$ cat config.mk
export PLATFORM = sky130hd
export DESIGN_NAME = lsu_ctrl
export DESIGN_NICKNAME = d
export VERILOG_FILES = /design/src/rtl/lsu_pkg.sv /design/src/rtl/lsu_load_extract.sv /design/src/rtl/lsu_ctrl.sv
export SDC_FILE = /design/constraint.sdc
export NUM_CORES = 1
export LEC_CHECK = 0
export ABC_AREA = 1
export CORE_MARGIN = 3
export CORE_UTILIZATION = 26
export CTS_BUF_LIST = sky130_fd_sc_hd__clkbuf_16
export CTS_CLUSTER_SIZE = 40
export DETAILED_ROUTE_END_ITERATION = 8
export PLACE_DENSITY_LB_ADDON = 0.2
export SYNTH_ARGS = -nofsm -noshare
export SYNTH_HDL_FRONTEND = slang
export SYNTH_SLANG_ARGS = --single-unit
export TNS_END_PERCENT = 1
$ cat constraint.sdc
create_clock -name i_clk -period 2.1 [get_ports i_clk]
set_clock_uncertainty 0.2 [all_clocks]
set_input_delay 0.315 -clock i_clk [delete_from_list [all_inputs] [get_ports i_clk]]
set_output_delay 0.315 -clock i_clk [all_outputs]
set_load 0.03 [all_outputs]
$ cat src/rtl/lsu_pkg.sv
// lsu_pkg: shared state encoding, funct3 codes and alignment helpers for the load/store unit.
package lsu_pkg;
  typedef enum logic [2:0] {IDLE, ACCESS, LD_LO, LD_HI, ST_BYTE, RESP} lsu_state_t;
  localparam logic [2:0] F3_B  = 3'b000;
  localparam logic [2:0] F3_H  = 3'b001;
  localparam logic [2:0] F3_W  = 3'b010;
  localparam logic [2:0] F3_BU = 3'b100;
  localparam logic [2:0] F3_HU = 3'b101;
  function automatic logic f3_legal(input logic we, input logic [2:0] f3);
    return we ? (f3 == F3_B || f3 == F3_H || f3 == F3_W)
              : (f3 == F3_B || f3 == F3_H || f3 == F3_W || f3 == F3_BU || f3 == F3_HU);
  endfunction
  function automatic logic is_aligned(input logic [1:0] off, input logic [2:0] f3);
    return f3[1] ? (off == 2'b00) : f3[0] ? !off[0] : 1'b1;
  endfunction
  function automatic logic [1:0] last_byte(input logic [2:0] f3);
    return f3[1] ? 2'd3 : f3[0] ? 2'd1 : 2'd0;
  endfunction
endpackage

$ cat src/rtl/lsu_load_extract.sv
// lsu_load_extract: selects the addressed bytes from a two-word window and sign/zero-extends them.
module lsu_load_extract
  import lsu_pkg::*;
(
  input  logic [63:0] i_data,
  input  logic [1:0]  i_off,
  input  logic [2:0]  i_fun3,
  output logic [31:0] o_rdata
);
  logic [31:0] w_sh;
  assign w_sh = 32'(i_data >> {i_off, 3'b000});
  assign o_rdata = (i_fun3 == F3_B)  ? {{24{w_sh[7]}}, w_sh[7:0]}
                 : (i_fun3 == F3_H)  ? {{16{w_sh[15]}}, w_sh[15:0]}
                 : (i_fun3 == F3_W)  ? w_sh
                 : (i_fun3 == F3_BU) ? {24'h0, w_sh[7:0]}
                 : (i_fun3 == F3_HU) ? {16'h0, w_sh[15:0]}
                 : 32'h0;
endmodule

$ cat src/rtl/lsu_ctrl.sv
// lsu_ctrl: single-outstanding load/store controller in front of a combinational-read data memory.
// Define LSU_SPLIT_EN to split misaligned accesses; otherwise they complete with an error.
module lsu_ctrl
  import lsu_pkg::*;
#(
  parameter int WIDTH = 32
) (
  input  logic             i_clk,
  input  logic             i_reset_n,
  input  logic             i_req_valid,
  output logic             o_req_ready,
  input  logic             i_req_we,
  input  logic [WIDTH-1:0] i_req_addr,
  input  logic [WIDTH-1:0] i_req_wdata,
  input  logic [2:0]       i_req_fun3,
  output logic             o_resp_valid,
  output logic [WIDTH-1:0] o_resp_rdata,
  output logic             o_resp_err,
  output logic             o_mem_write,
  output logic [WIDTH-1:0] o_mem_addr,
  output logic [WIDTH-1:0] o_mem_wdata,
  output logic [2:0]       o_mem_fun3,
  input  logic [WIDTH-1:0] i_mem_rdata
);
  lsu_state_t       r_state, w_next, w_ok_st;
  logic             r_we, r_err;
  logic [WIDTH-1:0] r_addr, r_wdata, r_rdata;
  logic [2:0]       r_fun3;
  logic             w_accept, w_legal, w_aligned, w_req_err;
  logic [63:0]      w_ext_in;
  logic [WIDTH-1:0] w_ext;
  assign w_accept  = i_req_valid && o_req_ready;
  assign w_legal   = f3_legal(i_req_we, i_req_fun3);
  assign w_aligned = is_aligned(i_req_addr[1:0], i_req_fun3);
`ifdef LSU_SPLIT_EN
  logic [WIDTH-1:0] r_lo;
  logic [1:0]       r_cnt;
  logic [7:0]       w_byte;
  assign w_req_err = !w_legal;
  assign w_ok_st   = w_aligned ? ACCESS : i_req_we ? ST_BYTE : LD_LO;
  assign w_ext_in  = (r_state == LD_HI) ? {i_mem_rdata, r_lo} : {32'h0, i_mem_rdata};
  assign w_byte    = 8'(r_wdata >> {r_cnt, 3'b000});
  always_ff @(posedge i_clk or negedge i_reset_n)
    if (!i_reset_n) begin
      r_lo  <= '0;
      r_cnt <= '0;
    end else begin
      if (r_state == LD_LO) r_lo <= i_mem_rdata;
      r_cnt <= w_accept ? 2'd0 : (r_state == ST_BYTE) ? r_cnt + 2'd1 : r_cnt;
    end
`else
  assign w_req_err = !w_legal || !w_aligned;
  assign w_ok_st   = ACCESS;
  assign w_ext_in  = {32'h0, i_mem_rdata};
`endif
  lsu_load_extract u_extract (
    .i_data  (w_ext_in),
    .i_off   (r_addr[1:0]),
    .i_fun3  (r_fun3),
    .o_rdata (w_ext)
  );
  always_ff @(posedge i_clk or negedge i_reset_n)
    if (!i_reset_n) r_state <= IDLE;
    else r_state <= w_next;
  always_comb begin
    w_next = r_state;
    case (r_state)
      IDLE:    w_next = !i_req_valid ? IDLE : w_req_err ? RESP : w_ok_st;
      ACCESS:  w_next = RESP;
`ifdef LSU_SPLIT_EN
      LD_LO:   w_next = LD_HI;
      LD_HI:   w_next = RESP;
      ST_BYTE: w_next = (r_cnt == last_byte(r_fun3)) ? RESP : ST_BYTE;
`endif
      default: w_next = IDLE;
    endcase
  end
  // Response fields change only on entry to RESP so they hold between responses.
  always_ff @(posedge i_clk or negedge i_reset_n)
    if (!i_reset_n) begin
      r_we    <= 1'b0;
      r_addr  <= '0;
      r_wdata <= '0;
      r_fun3  <= '0;
      r_rdata <= '0;
      r_err   <= 1'b0;
    end else begin
      if (w_accept) begin
        r_we    <= i_req_we;
        r_addr  <= i_req_addr;
        r_wdata <= i_req_wdata;
        r_fun3  <= i_req_fun3;
      end
      if (w_next == RESP && r_state != RESP) begin
        r_err   <= (r_state == IDLE);
        r_rdata <= (r_state == IDLE || r_we) ? '0 : w_ext;
      end
    end
  always_comb begin
    o_req_ready  = (r_state == IDLE);
    o_resp_valid = (r_state == RESP);
    o_resp_rdata = r_rdata;
    o_resp_err   = r_err;
    o_mem_write  = 1'b0;
    o_mem_addr   = '0;
    o_mem_wdata  = '0;
    o_mem_fun3   = '0;
    case (r_state)
      ACCESS: begin
        o_mem_write = r_we;
        o_mem_addr  = r_addr;
        o_mem_fun3  = r_fun3;
        o_mem_wdata = r_we ? r_wdata << {r_addr[1:0], 3'b000} : '0;
      end
`ifdef LSU_SPLIT_EN
      LD_LO: begin
        o_mem_addr = {r_addr[WIDTH-1:2], 2'b00};
        o_mem_fun3 = F3_W;
      end
      LD_HI: begin
        o_mem_addr = {r_addr[WIDTH-1:2], 2'b00} + WIDTH'(4);
        o_mem_fun3 = F3_W;
      end
      ST_BYTE: begin
        o_mem_write = 1'b1;
        o_mem_fun3  = F3_B;
        o_mem_addr  = r_addr + WIDTH'(r_cnt);
        o_mem_wdata = {4{w_byte}};
      end
`endif
      default: ;
    endcase
  end
endmodule
==> flow_summary.yaml <==
run_status:
  run_status: "complete, but fails checks"
  violations: "setup timing"
finish:
  stdcell_count: 1265
  area_delta_synth_final_pct: 51.1
  n_antenna_cell: 0
  final_net_count: 1093
  layout_commonest_cell: "nand2_1"
  final_cell_mix: "nand2_1, clkdlybuf4s50_1, dfrtp_1"
  utilization_pct: 40.8
  drive_above_1_share_pct: 16.5
power:
  sw_frac_of_total_pct: 48.4
  combPwrFrac_pct: 59.1
  peakVddDrop_mv: 0.522
  p_int_uw: 6410
  p_clk_share_pct: 14.2
  p_switching_uw: 6010
  p_leak_uw: 0.00405
  pwr-share-seq_pct: 26.7
  powerDensity_nw_per_um2: 1470
  p_total_uw: 12400
hold_path:
  hold_class: "in2async"
setup_path:
  r2r_setup_slack_ps: 190
  slowest_delay_ps: 400
  crit_fanout: 6
  required_ps: 1580
  path_class: "reg2out"
  worstSetupEndpoint: "o_mem_wdata[31]"
  r2r_cells: 9
  worstPathArrival_ps: 1770
  critical_path.cell_chain: "nor2_2, inv_2, nor2_4, buf_6, nand2_1, a31oi_1, buf_4"
  r2r_start: "r_state[0]"
  critical_path.slowest_cell: "dfrtp_1"
  cp-end-kind: "output port"
  cp-start-kind: "register"
  startpoint: "r_state[2]"
  regToRegEndpoint: "o_resp_rdata[6]"
place:
  dp.cells: 1240
  gp_congestion: 0.879
  dp_hpwl_um: 13800
  portBuffers: 205
synth:
  synth_cell_type_count: 22
  syn_area_um2: 5590
  yosysWarningCount: 0
  syn_inst: 794
  syn_area_per_cell_um2: 7.03
  seq_area_frac_synth_pct: 46.1
  synthesis.nets: 897
  ys_ff_latch: 103
drt:
  wl_per_cell_um: 15.2
  drt-total-wl_um: 19200
  ant_nets: 0
  drt-initial-drc-count: 308
  first_pass_iters: 5
  via_per_inst: 4.60
  drc: 0
  vias: 5814
timing:
  final.setup.worst_slack_ps: -187
  slew_headroom_pct: 68.8
  final_max_slew_viol_count: 0
  finalCritPeriodShare_pct: 109
  hold_viol: 0
  tightest_slew_ps: 466
  fmax_mhz: 437
  rsz0062_at_grt: "yes"
  period_minus_slack_ps: 2290
  setup_viol: 58
grt:
  grt_pass1_wl_um: 30500
  grtUsageTotal_pct: 16.1
  overflow: 0
  antenna_found_initial: 1
  grt_pass1_vias: 5743
  grt_max_degree: 54
die:
  row_count: 52
  initial_core_util_pct: 27.0
  die-width_um: 153
  die_area_um2: 23300
  die_h_um: 153
  core_area_um2: 20700
  io-pin-count: 206
cts:
  root_buffer: "clkbuf_16"
  cts_buffers: 9
  htreeDepth: 3
  clk_pin_slew_worst_paths_ps: 80
  cts.path.max_buffers: 2
  clock_sinks: 103
  clock_latency_ps: 360
  tritoncts: "done"
job:
  drv_cap: 0
critical path, delay by kind of cell, from the launching register on:
kind	cells	cell delay [ps]
AND/OR/NAND/NOR	3	410
buffers and inverters	3	440
flip-flops	1	400
AO/OA/AOI/OAI	1	180
flip-flops by register name, summed over array words and instances (netlist names):
| register | flops |
|---|---|
| o_resp_rdata | 32 |
| r_addr | 32 |
| r_wdata | 32 |
| r_fun3 | 3 |
| r_state | 2 |
| o_resp_err | 1 |
| r_we | 1 |
power by group through the flow:
stage	sequential [µW]	clock, µW	combinational [µW]
floorplan	3540	0	4270
global route	3400	1890	8120
finish	3310	1770	7330
CTS	3310	1840	7260
detailed placement	3290	0	6890
global placement	3290	0	6850
per-layer routing:
| layer | wire [µm] | GRT usage, % | vias up | part of all wire [%] |
|---|---|---|---|---|
| li1 | - | - | 2898 | - |
| met1 | 8630 | 21.3 | 2706 | 45 |
| met2 | 8900 | 25.8 | 187 | 46 |
| met3 | 1350 | 4.54 | 21 | 7.0 |
| met4 | 313 | 4.67 | 2 | 1.6 |
| met5 | 7 | 0 | - | 0.036 |
kinds of logic (layout without fill, tap and decap cells):
logic type             after synthesis  count (layout)  share of synthesized area [%]
AOI/OAI and AO/OA                   94              94                           9.05
buffers and inverters              106             307                           8.83
DFF                                103             103                           46.1
and+or+nand+nor                    491             491                           36.0
cell usage after synthesis, drive strengths merged:
cell type | count | share of area (%)
nand3b | 1 | 0.13
a31oi | 16 | 1.8
nor2 | 60 | 4.6
buf | 41 | 4.4
o21ai | 76 | 6.8
nor3 | 8 | 0.72
clkbuf | 11 | 0.74
nand3 | 82 | 7.5
inv | 54 | 3.7
nand2 | 340 | 23
dfrtp | 103 | 46
a21oi | 2 | 0.45
worst min path at each step:
stage,startpoint,to,cells past startpoint
finish,i_reset_n,r_wdata[21],2
global placement,i_reset_n,o_resp_rdata[0],1
floorplan,i_reset_n,o_resp_err,0
global route,i_reset_n,r_wdata[21],2
CTS,i_req_wdata[11],r_wdata[11],3
detailed placement,i_reset_n,o_resp_rdata[0],1
area by class of cell:
type | instances | area, µm²
clock buffers | 9 | 225
multi-input cells | 585 | 2680
fillers | 2219 | 12300
inverters | 54 | 208
well taps | 270 | 338
clock inverters | 7 | 76.3
repair buffers | 237 | 2330
flip-flops and latches | 103 | 2580
per-stage QoR:
step                setup WS [ps]  TNS, ps  instance area [µm²]  hold slack [ps]
detailed placement           90.0        0                 7790             98.1
global route                 -278   -11320                 8440              296
finish                       -187    -3360                 8440              276
global placement              127        0                 7790              106
CTS                          -170    -6010                 8300              272
floorplan                   -50.4     -101                 5590             -181
what timing repair did:
item / in CTS / in global routing
hold buffers: 1 / 0
endpoints found under the setup margin: 69 / 68
pin swaps: 5 / 4
gates cloned: 4 / 0
hold endpoints to repair: 23 / 0
buffers inserted: 3 / 1
resized for setup: 40 / 29
(Power assumes the default switching activity.)
